### src/rtl/irq_sequencer_pkg.sv
// Shared types and constants for the multi-source interrupt sequencer.
// Optional nesting support in the top is enabled with `define IRQ_NESTING_EN.
package irq_sequencer_pkg;

  typedef enum logic [2:0] {
    ST_IDLE,
    ST_PUSH_HI,
    ST_PUSH_LO,
    ST_PUSH_FLG,
    ST_VECTOR,
    ST_SERVICE
  } irq_state_e;

  localparam logic [4:0] INT_OPC     = 5'b11111;
  localparam logic [2:0] FN_PUSH_HI  = 3'b001;
  localparam logic [2:0] FN_PUSH_LO  = 3'b010;
  localparam logic [2:0] FN_PUSH_FLG = 3'b011;

  // Injected context-save word: opcode, reserved byte, function code.
  typedef struct packed {
    logic [4:0] opc;
    logic [7:0] rsvd;
    logic [2:0] func;
  } inj_instr_t;

  function automatic logic [15:0] inj_word(input logic [2:0] fn);
    inj_instr_t w;
    w.opc  = INT_OPC;
    w.rsvd = '0;
    w.func = fn;
    return w;
  endfunction

endpackage

### src/rtl/irq_sequencer_prio_enc.sv
// Lowest-index-wins priority encoder: index 0 has the highest priority.
module irq_prio_enc #(
  parameter int unsigned N_SRC = 4,
  parameter int unsigned ID_W  = (N_SRC > 1) ? $clog2(N_SRC) : 1
) (
  input  logic [N_SRC-1:0] req,
  output logic             valid,
  output logic [ID_W-1:0]  idx
);

  always_comb begin
    valid = 1'b0;
    idx   = '0;
    for (int unsigned i = 0; i < N_SRC; i++) begin
      if (req[i] && !valid) begin
        valid = 1'b1;
        idx   = ID_W'(i);
      end
    end
  end

endmodule

### src/rtl/irq_sequencer.sv
// Interrupt front end: edge detect, mask, priority pick, context-save injection,
// vectoring and return-PC supply. `define IRQ_NESTING_EN enables preemption.
module irq_sequencer
  import irq_sequencer_pkg::*;
#(
  parameter int unsigned       N_SRC      = 4,
  parameter int unsigned       PC_W       = 32,
  parameter logic [PC_W-1:0]   VEC_BASE   = 'h20,
  parameter int unsigned       VEC_STRIDE = 2,
  parameter logic [N_SRC-1:0]  MASK_RST   = '0,
  parameter int unsigned       NEST_DEPTH = 2,
  localparam int unsigned      ID_W       = (N_SRC > 1) ? $clog2(N_SRC) : 1
) (
  input  logic              clk,
  input  logic              reset,
  input  logic [N_SRC-1:0]  irq,
  input  logic              mask_we,
  input  logic [N_SRC-1:0]  mask_wdata,
  input  logic [PC_W-1:0]   next_pc,
  input  logic              stall,
  input  logic              rti_retire,
  output logic              hold_fetch,
  output logic              inj_valid,
  output logic [15:0]       inj_instr,
  output logic              vec_valid,
  output logic [PC_W-1:0]   vec_pc,
  output logic              ret_valid,
  output logic [PC_W-1:0]   ret_pc,
  output logic [ID_W-1:0]   active_id,
  output logic [N_SRC-1:0]  pending
);

  irq_state_e        state_q, state_d;
  logic [N_SRC-1:0]  irq_q, pending_q, pending_d, mask_q, mask_d, clr;
  logic [PC_W-1:0]   saved_pc_q, saved_pc_d;
  logic [ID_W-1:0]   active_id_q, active_id_d;
  logic [N_SRC-1:0]  eligible;
  logic              win_valid;
  logic [ID_W-1:0]   win_idx;
  logic              accept;
  logic [PC_W-1:0]   vec_addr;

  assign eligible = pending_q & ~mask_q;
  assign vec_addr = VEC_BASE + PC_W'(active_id_q) * PC_W'(VEC_STRIDE);
  assign active_id = active_id_q;
  assign pending   = pending_q;

  irq_prio_enc #(
    .N_SRC (N_SRC),
    .ID_W  (ID_W)
  ) u_prio (
    .req   (eligible),
    .valid (win_valid),
    .idx   (win_idx)
  );

`ifdef IRQ_NESTING_EN
  localparam int unsigned SP_W = $clog2(NEST_DEPTH + 1);
  localparam int unsigned SI_W = (NEST_DEPTH > 1) ? $clog2(NEST_DEPTH) : 1;

  logic [PC_W-1:0] stk_pc_q [NEST_DEPTH];
  logic [PC_W-1:0] stk_pc_d [NEST_DEPTH];
  logic [ID_W-1:0] stk_id_q [NEST_DEPTH];
  logic [ID_W-1:0] stk_id_d [NEST_DEPTH];
  logic [SP_W-1:0] sp_q, sp_d;
  logic [SI_W-1:0] push_idx, pop_idx;

  assign push_idx = SI_W'(sp_q);
  assign pop_idx  = SI_W'(sp_q - SP_W'(1));
`endif

  always_comb begin
    state_d     = state_q;
    saved_pc_d  = saved_pc_q;
    active_id_d = active_id_q;
    accept      = 1'b0;
    clr         = '0;
    hold_fetch  = 1'b0;
    inj_valid   = 1'b0;
    inj_instr   = '0;
    vec_valid   = 1'b0;
    vec_pc      = '0;
    ret_valid   = 1'b0;
    ret_pc      = '0;
`ifdef IRQ_NESTING_EN
    stk_pc_d = stk_pc_q;
    stk_id_d = stk_id_q;
    sp_d     = sp_q;
`endif

    case (state_q)
      ST_IDLE: begin
        if (win_valid && !stall) accept = 1'b1;
      end
      ST_PUSH_HI: begin
        hold_fetch = 1'b1;
        inj_valid  = 1'b1;
        inj_instr  = inj_word(FN_PUSH_HI);
        if (!stall) state_d = ST_PUSH_LO;
      end
      ST_PUSH_LO: begin
        hold_fetch = 1'b1;
        inj_valid  = 1'b1;
        inj_instr  = inj_word(FN_PUSH_LO);
        if (!stall) state_d = ST_PUSH_FLG;
      end
      ST_PUSH_FLG: begin
        hold_fetch = 1'b1;
        inj_valid  = 1'b1;
        inj_instr  = inj_word(FN_PUSH_FLG);
        if (!stall) state_d = ST_VECTOR;
      end
      ST_VECTOR: begin
        hold_fetch = 1'b1;
        vec_valid  = 1'b1;
        vec_pc     = vec_addr;
        state_d    = ST_SERVICE;
      end
      ST_SERVICE: begin
        if (rti_retire) begin
          ret_valid = 1'b1;
          ret_pc    = saved_pc_q;
`ifdef IRQ_NESTING_EN
          // Return resumes the interrupted handler's context if one was stacked.
          if (sp_q != '0) begin
            sp_d        = sp_q - SP_W'(1);
            saved_pc_d  = stk_pc_q[pop_idx];
            active_id_d = stk_id_q[pop_idx];
          end else begin
            state_d = ST_IDLE;
          end
        end else if (win_valid && (win_idx < active_id_q) && !stall &&
                     (sp_q != SP_W'(NEST_DEPTH))) begin
          stk_pc_d[push_idx] = saved_pc_q;
          stk_id_d[push_idx] = active_id_q;
          sp_d               = sp_q + SP_W'(1);
          accept             = 1'b1;
        end
`else
          state_d = ST_IDLE;
        end
`endif
      end
      default: state_d = ST_IDLE;
    endcase

    if (accept) begin
      saved_pc_d  = next_pc;
      active_id_d = win_idx;
      clr         = N_SRC'(1) << win_idx;
      state_d     = ST_PUSH_HI;
    end

    // A fresh edge in the acceptance cycle re-sets the bit being cleared.
    pending_d = (pending_q & ~clr) | (irq & ~irq_q);
    mask_d    = mask_we ? mask_wdata : mask_q;
  end

  always_ff @(posedge clk) begin
    if (reset) begin
      state_q     <= ST_IDLE;
      irq_q       <= '0;
      pending_q   <= '0;
      mask_q      <= MASK_RST;
      saved_pc_q  <= '0;
      active_id_q <= '0;
    end else begin
      state_q     <= state_d;
      irq_q       <= irq;
      pending_q   <= pending_d;
      mask_q      <= mask_d;
      saved_pc_q  <= saved_pc_d;
      active_id_q <= active_id_d;
    end
  end

`ifdef IRQ_NESTING_EN
  always_ff @(posedge clk) begin
    if (reset) begin
      sp_q <= '0;
      for (int unsigned i = 0; i < NEST_DEPTH; i++) begin
        stk_pc_q[i] <= '0;
        stk_id_q[i] <= '0;
      end
    end else begin
      sp_q     <= sp_d;
      stk_pc_q <= stk_pc_d;
      stk_id_q <= stk_id_d;
    end
  end
`endif

endmodule

### config.mk
export PLATFORM = sky130hd
export DESIGN_NAME = irq_sequencer
export DESIGN_NICKNAME = d
export VERILOG_FILES = /design/src/rtl/irq_sequencer_pkg.sv /design/src/rtl/irq_sequencer_prio_enc.sv /design/src/rtl/irq_sequencer.sv
export SDC_FILE = /design/constraint.sdc
export NUM_CORES = 1
export LEC_CHECK = 0
export CELL_PAD_IN_SITES_DETAIL_PLACEMENT = 1
export CELL_PAD_IN_SITES_GLOBAL_PLACEMENT = 1
export CORE_MARGIN = 1
export CORE_UTILIZATION = 31
export CTS_BUF_LIST = sky130_fd_sc_hd__clkbuf_4 sky130_fd_sc_hd__clkbuf_8
export CTS_CLUSTER_SIZE = 20
export DETAILED_ROUTE_END_ITERATION = 8
export PLACE_DENSITY_LB_ADDON = 0.1
export SLEW_MARGIN = 20
export SYNTH_ARGS = -nofsm -noshare
export SYNTH_HDL_FRONTEND = slang
export SYNTH_SLANG_ARGS = --single-unit
### constraint.sdc
create_clock -name clk -period 3.67 [get_ports clk]
set_input_delay 0.734 -clock clk [delete_from_list [all_inputs] [get_ports clk]]
set_output_delay 0.734 -clock clk [all_outputs]
set_load 0.01 [all_outputs]
==> metrics, run 1 <==
Startpoint Class=input pin; Clock Tree Root=clkbuf_8; post-CTS sizing=0; CTS tree=done; RSZ-0062 raised after global routing=false; share of the synthesized area in the top cell type=37.3%; DRC violation count after routing=0; DRT Wirelength=6320 µm; Placed Area=3420 µm²; GP Congestion=0.679; setup TNS=0 ns; Hold Fails Final Rpt=0; Antenna Nets Post-Route=0; CORE AREA=8220 µm²; CTS Hold Buffers Added=0; CP peak stage delay=0.55 ns; commonest cells in the netlist=nand2_1, dfxtp_1, buf_4, and2_1, a21oi_2; dpl hpwl=4440 µm; DIE WIDTH=94.1 µm; most common flop cell mapped by yosys=dfxtp_1; status=finished clean; met2 WL post-DR=2940 µm; share of layout cells above drive strength 1=15.5%; antenna cells=0; DIE AREA=8860 µm²; CP Max Fanout=33; Critical Path Most Common Cell=clkdlybuf4s50_1; crit end category=output port; Clock Latency Late Sink=0.30 ns; sw frac=30.7%; max_cap viols=0; Seq/Total Area, Yosys=37.3%; Initial DRC Count=42; async set or reset register ratio after synthesis=0%; total CTS buffers=5; Final Instance Area=3510 µm²; cell area after synthesis=2630 µm²; pwr/cell area=350 nW/µm²; top-level I/O count=135; Ys Warns=0; Area Growth Syn to Fin=33.6%; drt pass-1 iters=4; Period Utilization, post-route=88.4%; biggest area consumer among synthesized cells=dfxtp_1; NetSw=377 µW; Tot GR Track Use=15.1%; Crit path required time=2.94 ns; vias after detailed routing=2115; fin nets=431; #FFs+latches synth=49; first-pass GRT wire length=10400 µm; WL/cell=12.8 µm; Port Buf Inserts=96; leak pwr=1.31 nW; DR top layer=met4; clock network fraction of total power=26.7%; Sink Count=49; hold_ws=0.458 ns; Crit path max-delay family=buffers and inverters; Slew Limit Fails=0; syn_area_per_cell=8.71 µm²; met3 wire len=462 µm; WP data arrival=2.51 ns; Starting Density=32.0%; slew margin rel.=66.6%; skew final=0.00836 ns; critical path's slowest cell=clkdlybuf4s50_1; minimum clock period=3.24 ns; synth top area cells=dfxtp_1, buf_4, a21oi_2; DIE HEIGHT=94.1 µm; FP Rows=33; FMAX=308 MHz; number of global-route vias before repair=2133; register share of total power=49.1%; Setup Crit Path Kind=input pin to output port; total grt overflow=0; Post-synth EDFFs=0; Max H-tree Level=2; P_int=852 µW; post-DR vias/cell=4.30; actual slew at the worst max-slew pin=0.501 ns; Setup-failing EPs final=0; CTS max path bufs=2; largest net degree at the start of global routing=37; peak supply drop=0.000142 V; Setup Buffers After CTS=0; CTS clk-pin slew, worst paths=0.09 ns; initial antenna violation count=0; CP cell instances=clkdlybuf4s50_1 -> nand2_1 -> nor3b_2 -> buf_4 -> and2_1 -> clkdlybuf4s50_1; Worst Path Buf+Inv=3; worst min path class=flop to flop; most frequent cell after synthesis=nand2_1; synthesized instance count=302; combinational power share=24.2%; distinct cell type count after synthesis=36; Post-Route M1 WL=2880 µm
==> cell type report <==
class | instances | area [µm²]
Multi-Input combinational cell | 229 | 1320
Fill cell | 995 | 4700
Clock inverter | 3 | 22.5
Sequential cell | 49 | 981
Tap cell | 105 | 131
Timing Repair Buffer | 101 | 993
Clock buffer | 5 | 68.8
==> cell families (layout without fill, tap and decap cells) <==
logic type             Yosys count  in the layout  share of synthesized area, %
buffers and inverters           61            109                          18.2
other                            1             38                         0.143
multiplexers                     4              4                          1.52
AND/OR/NAND/NOR                140            140                          28.1
flip-flops                      49             49                          37.3
XOR/XNOR                         2              2                         0.666
AO/OA/AOI/OAI                   45             45                          14.1
==> worst paths after layout <==
path | slack (ns) | cells after the start | from | endpoint
worst max-delay path | 0.43 | 6 | rti_retire | ret_pc[23]
worst min-delay path | 0.46 | 2 | saved_pc_q[6] | saved_pc_q[6]
worst max register to register | 1.83 | 5 | state_q[2] | saved_pc_q[21]
worst min register to register | 0.46 | 2 | saved_pc_q[6] | saved_pc_q[6]
==> routing by layer <==
layer / GRT usage [%] / vias to the layer above
met2: 25.6 / 77
met4: 3.46 / 0
met1: 18.4 / 982
li1: - / 1051
met3: 4.77 / 5
met5: 0 / -
==> stage by stage <==
stage                     util (%)  instances  power [mW]  worst slack [ns]
after detailed placement      41.7        484       0.918             0.412
after floorplan                  -        339       0.852              1.35
final                         42.8        492        1.23             0.427
after global routing          42.8        492        1.31             0.324
after CTS                     42.8        492        1.25             0.400
after global placement        41.7        484       0.912             0.399
==> registers in the layout (all words and copies together), names as in the netlist <==
signal	cells
active_id	2
irq_q	4
mask_q	4
pending	4
saved_pc_q	32
state_q	3
==> cells in the final DEF, fill, tap and decap left out, types with 2 or more instances in the layout <==
cell	Yosys	layout
nor2b_1	10	10
a21oi_1	10	10
mux2i_1	4	4
conb_1	1	38
clkbuf_8	0	5
clkdlybuf4s50_1	0	95
nand2_1	56	56
nor3_1	3	3
nor2_1	11	11
and3_1	2	2
nand2b_1	4	4
nand3b_1	2	2
a21oi_2	28	28
xnor2_1	2	2
buf_4	43	5
nand2_2	11	11
and2_1	33	33
dfxtp_1	49	49
clkinvlp_4	0	3
==> tightest hold or removal path: stages (launching register included) <==
cell and delay [ns]:
dfxtp_1 0.32, nand2_1 0.05, a21oi_1 0.05
==> power groups by stage <==
stage	registers, mW	logic (mW)	clock network [mW]
2_1_floorplan	0.608	0.244	0
3_3_place_gp	0.614	0.298	0
3_5_place_dp	0.616	0.302	0
4_1_cts	0.604	0.303	0.345
5_1_grt	0.610	0.333	0.366
6_report	0.603	0.297	0.329
(Power assumes the default switching activity.)
==> inputs of run 2 (changes only) <==
--- a/config.mk
+++ b/config.mk
@@ -9,7 +9,7 @@
 export CELL_PAD_IN_SITES_GLOBAL_PLACEMENT = 1
 export CORE_MARGIN = 1
 export CORE_UTILIZATION = 31
-export CTS_BUF_LIST = sky130_fd_sc_hd__clkbuf_4 sky130_fd_sc_hd__clkbuf_8
+export CTS_BUF_LIST = sky130_fd_sc_hd__clkbuf_2
 export CTS_CLUSTER_SIZE = 20
 export DETAILED_ROUTE_END_ITERATION = 8
 export PLACE_DENSITY_LB_ADDON = 0.1
==> run 2 against run 1 <==
Against the previous run:
- worst hold slack gained 0.014 ns
- clock skew up 0.0093 ns
- clock power fell by 30%
- sequential power about the same
- combinational power about the same
- non-clock buffer count unchanged
- count of clock-buffer cells in the layout did not move
- register-to-register slack got worse by 0.03 ns
- first-iteration DRC count shrank 14%
==> metrics, run 2 (synthesized netlist as in run 1, its figures left out) <==
status=finished clean; max_cap viols=0; CTS Hold Buffers Added=0; Crit path required time=2.94 ns; Tot GR Track Use=14.9%; minimum clock period=3.25 ns; Setup Buffers After CTS=0; CP Max Fanout=33; RSZ-0062 raised after global routing=false; Port Buf Inserts=96; Setup WS post-layout=0.422 ns; FP Rows=33; actual slew at the worst max-slew pin=0.506 ns; peak supply drop=0.000112 V; WL/cell=12.8 µm; Setup Crit Path Kind=input pin to output port; Sink Count=49; Setup-failing EPs final=0; number of global-route vias before repair=2129; total grt overflow=0; first-pass GRT wire length=10300 µm; initial antenna violation count=0; pwr/cell area=327 nW/µm²; drt pass-1 iters=4; most frequent cells in the layout=clkdlybuf4s50_1, nand2_1, dfxtp_1; Startpoint Class=input pin; top-level I/O count=135; skew final=0.0177 ns; CTS max path bufs=2; Area Growth Syn to Fin=31.9%; Starting Density=32.0%; Power Total=1.13 mW; Slew Limit Fails=0; crit end category=output port; DIE AREA=8860 µm²; slew margin rel.=66.3%; fin nets=431; Clock Tree Root=clkbuf_2; number of flip-flops in the largest register=32; Hold Fails Final Rpt=0; CORE AREA=8220 µm²; Clock Latency Late Sink=0.43 ns; Period Utilization, post-route=88.5%; antenna cells=0; setup TNS=0 ns; leak pwr=1.29 nW; Biggest register=saved_pc_q; Initial DRC Count=36; most common cell after layout, fill and taps aside=clkdlybuf4s50_1; share of layout cells above drive strength 1=15.5%; dpl hpwl=4440 µm; post-DR vias/cell=4.30; WP data arrival=2.51 ns; Max H-tree Level=2; worst min path class=flop to flop; vias after detailed routing=2116; DRT Wirelength=6300 µm; DRC violation count after routing=0; Place WS=0.412 ns; total CTS buffers=5; DIE WIDTH=94.1 µm; DIE HEIGHT=94.1 µm; CTS clk-pin slew, worst paths=0.25 ns; largest net degree at the start of global routing=37; GP Congestion=0.679; FMAX=308 MHz; Antenna Nets Post-Route=0; CTS tree=done; post-CTS sizing=0
## run 2: cell counts in the layout (fill, tap and decap cells not counted)
Identical to the previous run, type by type.
## run 2: final cells by class
type                       count  area, µm²
timing repair buffer         101        993
sequential                    49        981
tap                          105        131
multi-input combinational    229       1320
clock inverter                 3       22.5
clock buffer                   5       25.0
fill                         992       4750
## run 2: metrics by stage
step | util, % | area, µm² | hold slack, ns | cells
2_1_floorplan | - | 2770 | 0.432 | 339
3_3_place_gp | 41.7 | 3420 | 0.438 | 484
3_5_place_dp | 41.7 | 3420 | 0.451 | 484
4_1_cts | 42.2 | 3470 | 0.480 | 492
5_1_grt | 42.2 | 3470 | 0.496 | 492
6_report | 42.2 | 3470 | 0.472 | 492
## run 2: final timing paths
kind | from | end | slack [ns] | cells past startpoint
worst max register to register | state_q[2] | saved_pc_q[10] | 1.80 | 5
worst min-delay path | saved_pc_q[6] | saved_pc_q[6] | 0.47 | 2
worst min register to register | saved_pc_q[6] | saved_pc_q[6] | 0.47 | 2
worst max-delay path | rti_retire | ret_pc[23] | 0.42 | 6
## run 2: critical path, stage by stage
cell and delay [ns]:
clkdlybuf4s50_1 0.45, nand2_1 0.07, nor3b_2 0.18, buf_4 0.31
and2_1 0.21, clkdlybuf4s50_1 0.55
## run 2: metal layers
metal	global-route usage, %	wire length, µm	up-vias	part of all wire [%]
met4	2.69	33	0	0.52
met5	0	0	-	0
met2	25.5	2900	78	46
met3	4.77	465	4	7.4
met1	18.3	2900	979	46
li1	-	-	1055	-
## run 2: report_power, final
part | internal (mW) | switching, mW
registers | 0.577 | 0.0282
clock network | 0.0457 | 0.185
logic | 0.143 | 0.154
==> inputs of run 3 (changes only) <==
--- a/config.mk
+++ b/config.mk
@@ -12,7 +12,7 @@
 export CTS_BUF_LIST = sky130_fd_sc_hd__clkbuf_2
 export CTS_CLUSTER_SIZE = 20
 export DETAILED_ROUTE_END_ITERATION = 8
-export PLACE_DENSITY_LB_ADDON = 0.1
+export PLACE_DENSITY = 0.93
 export SLEW_MARGIN = 20
 export SYNTH_ARGS = -nofsm -noshare
 export SYNTH_HDL_FRONTEND = slang
==> run 3 against run 2 <==
Against the previous run:
- cell count decreased by 0.20%
- clock power decreased by 9.1%
- critical endpoint is now ret_pc[24]
- via count increased by 2.2%
- design area decreased by 0.40%
- sequential cell count unchanged
- power decreased by 1.8%
- first-iteration DRC count decreased by 58%
- maximum frequency increased by 1.9%
- non-clock buffer count unchanged
- sequential share of layout area increased by 0.11 points
==> metrics, run 3 (synthesized netlist as in run 1, its figures left out) <==
status=finished clean; most frequent cells in the layout=clkdlybuf4s50_1, nand2_1, dfxtp_1; Clock Latency Late Sink=0.42 ns; DIE AREA=8860 µm²; Startpoint Class=input pin; FMAX=314 MHz; Biggest register=saved_pc_q; CP Max Fanout=23; number of global-route vias before repair=2211; Tot GR Track Use=15.0%; WL/cell=13.2 µm; max_cap viols=0; CORE AREA=8220 µm²; Core Util, Final=42.1%; total grt overflow=0; CTS tree=done; sw frac=31.5%; Slew Limit Fails=0; Initial DRC Count=15; DRC violation count after routing=0; Antenna Nets Post-Route=0; Port Buf Inserts=96; Hold Fails Final Rpt=0; Final Instance Area=3460 µm²; placed cell count=484; total CTS buffers=5; post-CTS sizing=0; number of flip-flops in the largest register=32; Sink Count=49; fin nets=431; share of layout cells above drive strength 1=15.0%; combinational power share=26.7%; setup TNS=0 ns; clock network fraction of total power=18.9%; Setup Buffers After CTS=0; largest net degree at the start of global routing=35; slew margin rel.=45.9%; antenna cells=0; minimum clock period=3.19 ns; register share of total power=54.4%; crit end category=output port; Clock Tree Root=clkbuf_2; CTS Hold Buffers Added=0; RSZ-0062 raised after global routing=false; first-pass GRT wire length=10300 µm; Starting Density=32.0%; fin cells=491; CTS max path bufs=2; Setup Crit Path Kind=input pin to output port; dpl hpwl=4840 µm; P_int=762 µW; Max H-tree Level=2; Setup-failing EPs final=0; actual slew at the worst max-slew pin=0.811 ns; Layout fillers=1010; initial antenna violation count=0; GP Congestion=0.692; Crit path required time=2.94 ns; Setup WS post-layout=0.483 ns; post-DR vias/cell=4.40; peak supply drop=0.000165 V; Area Growth Syn to Fin=31.4%; top-level I/O count=135; DIE WIDTH=94.1 µm; drt pass-1 iters=4; FP Rows=33; vias after detailed routing=2162; CTS clk-pin slew, worst paths=0.22 ns; DIE HEIGHT=94.1 µm; DRT Wirelength=6510 µm; most common cell after layout, fill and taps aside=clkdlybuf4s50_1; Place WS=0.477 ns; pwr/cell area=322 nW/µm²; WP data arrival=2.45 ns; worst min path class=flop to flop; Period Utilization, post-route=86.8%; Placed Area=3420 µm²; NetSw=351 µW; skew final=0.0101 ns; leak pwr=1.30 nW
## run 3: cell count changes in the layout (fill, tap and decap cells not counted)
cell / delta
clkinvlp_4: -3
clkbuf_2: +1
clkinv_1: +1
## run 3: cell type report
cell class	instances	area, µm²	area share, %
Clock buffer	6	30.0	0.869
Clock inverter	1	3.75	0.109
Multi-Input combinational cell	229	1320	38.1
Sequential cell	49	981	28.4
Tap cell	105	131	3.80
Timing Repair Buffer	101	993	28.7
## run 3: worst max-delay path: stages
cell             delay [ns]
clkdlybuf4s50_1        0.45
nand2_1                0.07
nor3b_2                0.22
buf_4                  0.26
and2_1                 0.17
clkdlybuf4s50_1        0.54
## run 3: routing by layer
| metal | up-vias | wire, µm | track usage [%] | share of wire, % |
|---|---|---|---|---|
| met5 | - | 0 | 0 | 0 |
| met4 | 0 | 90 | 5.13 | 1.4 |
| met3 | 10 | 414 | 3.80 | 6.4 |
| met2 | 86 | 3310 | 27.6 | 51 |
| met1 | 1019 | 2690 | 16.6 | 41 |
| li1 | 1047 | - | - | - |
## run 3: worst paths after layout
kind,startpoint,end,slack (ns),cells past startpoint
worst max-delay path,rti_retire,ret_pc[24],0.48,6
worst min-delay path,saved_pc_q[7],saved_pc_q[7],0.47,2
worst max register to register,pending[0],saved_pc_q[30],1.71,5
worst min register to register,saved_pc_q[7],saved_pc_q[7],0.47,2
## run 3: power groups by stage
stage	clock network [mW]	logic, mW	registers (mW)
after floorplan	0	0.244	0.608
after global placement	0	0.290	0.613
after detailed placement	0	0.302	0.616
after CTS	0.224	0.303	0.606
after global routing	0.247	0.329	0.612
final	0.210	0.298	0.605
## run 3: per-stage QoR
step	total power [mW]	hold WS, ns
finish	1.11	0.470
global route	1.19	0.501
CTS	1.13	0.474
detailed placement	0.918	0.449
global placement	0.903	0.437
floorplan	0.852	0.432
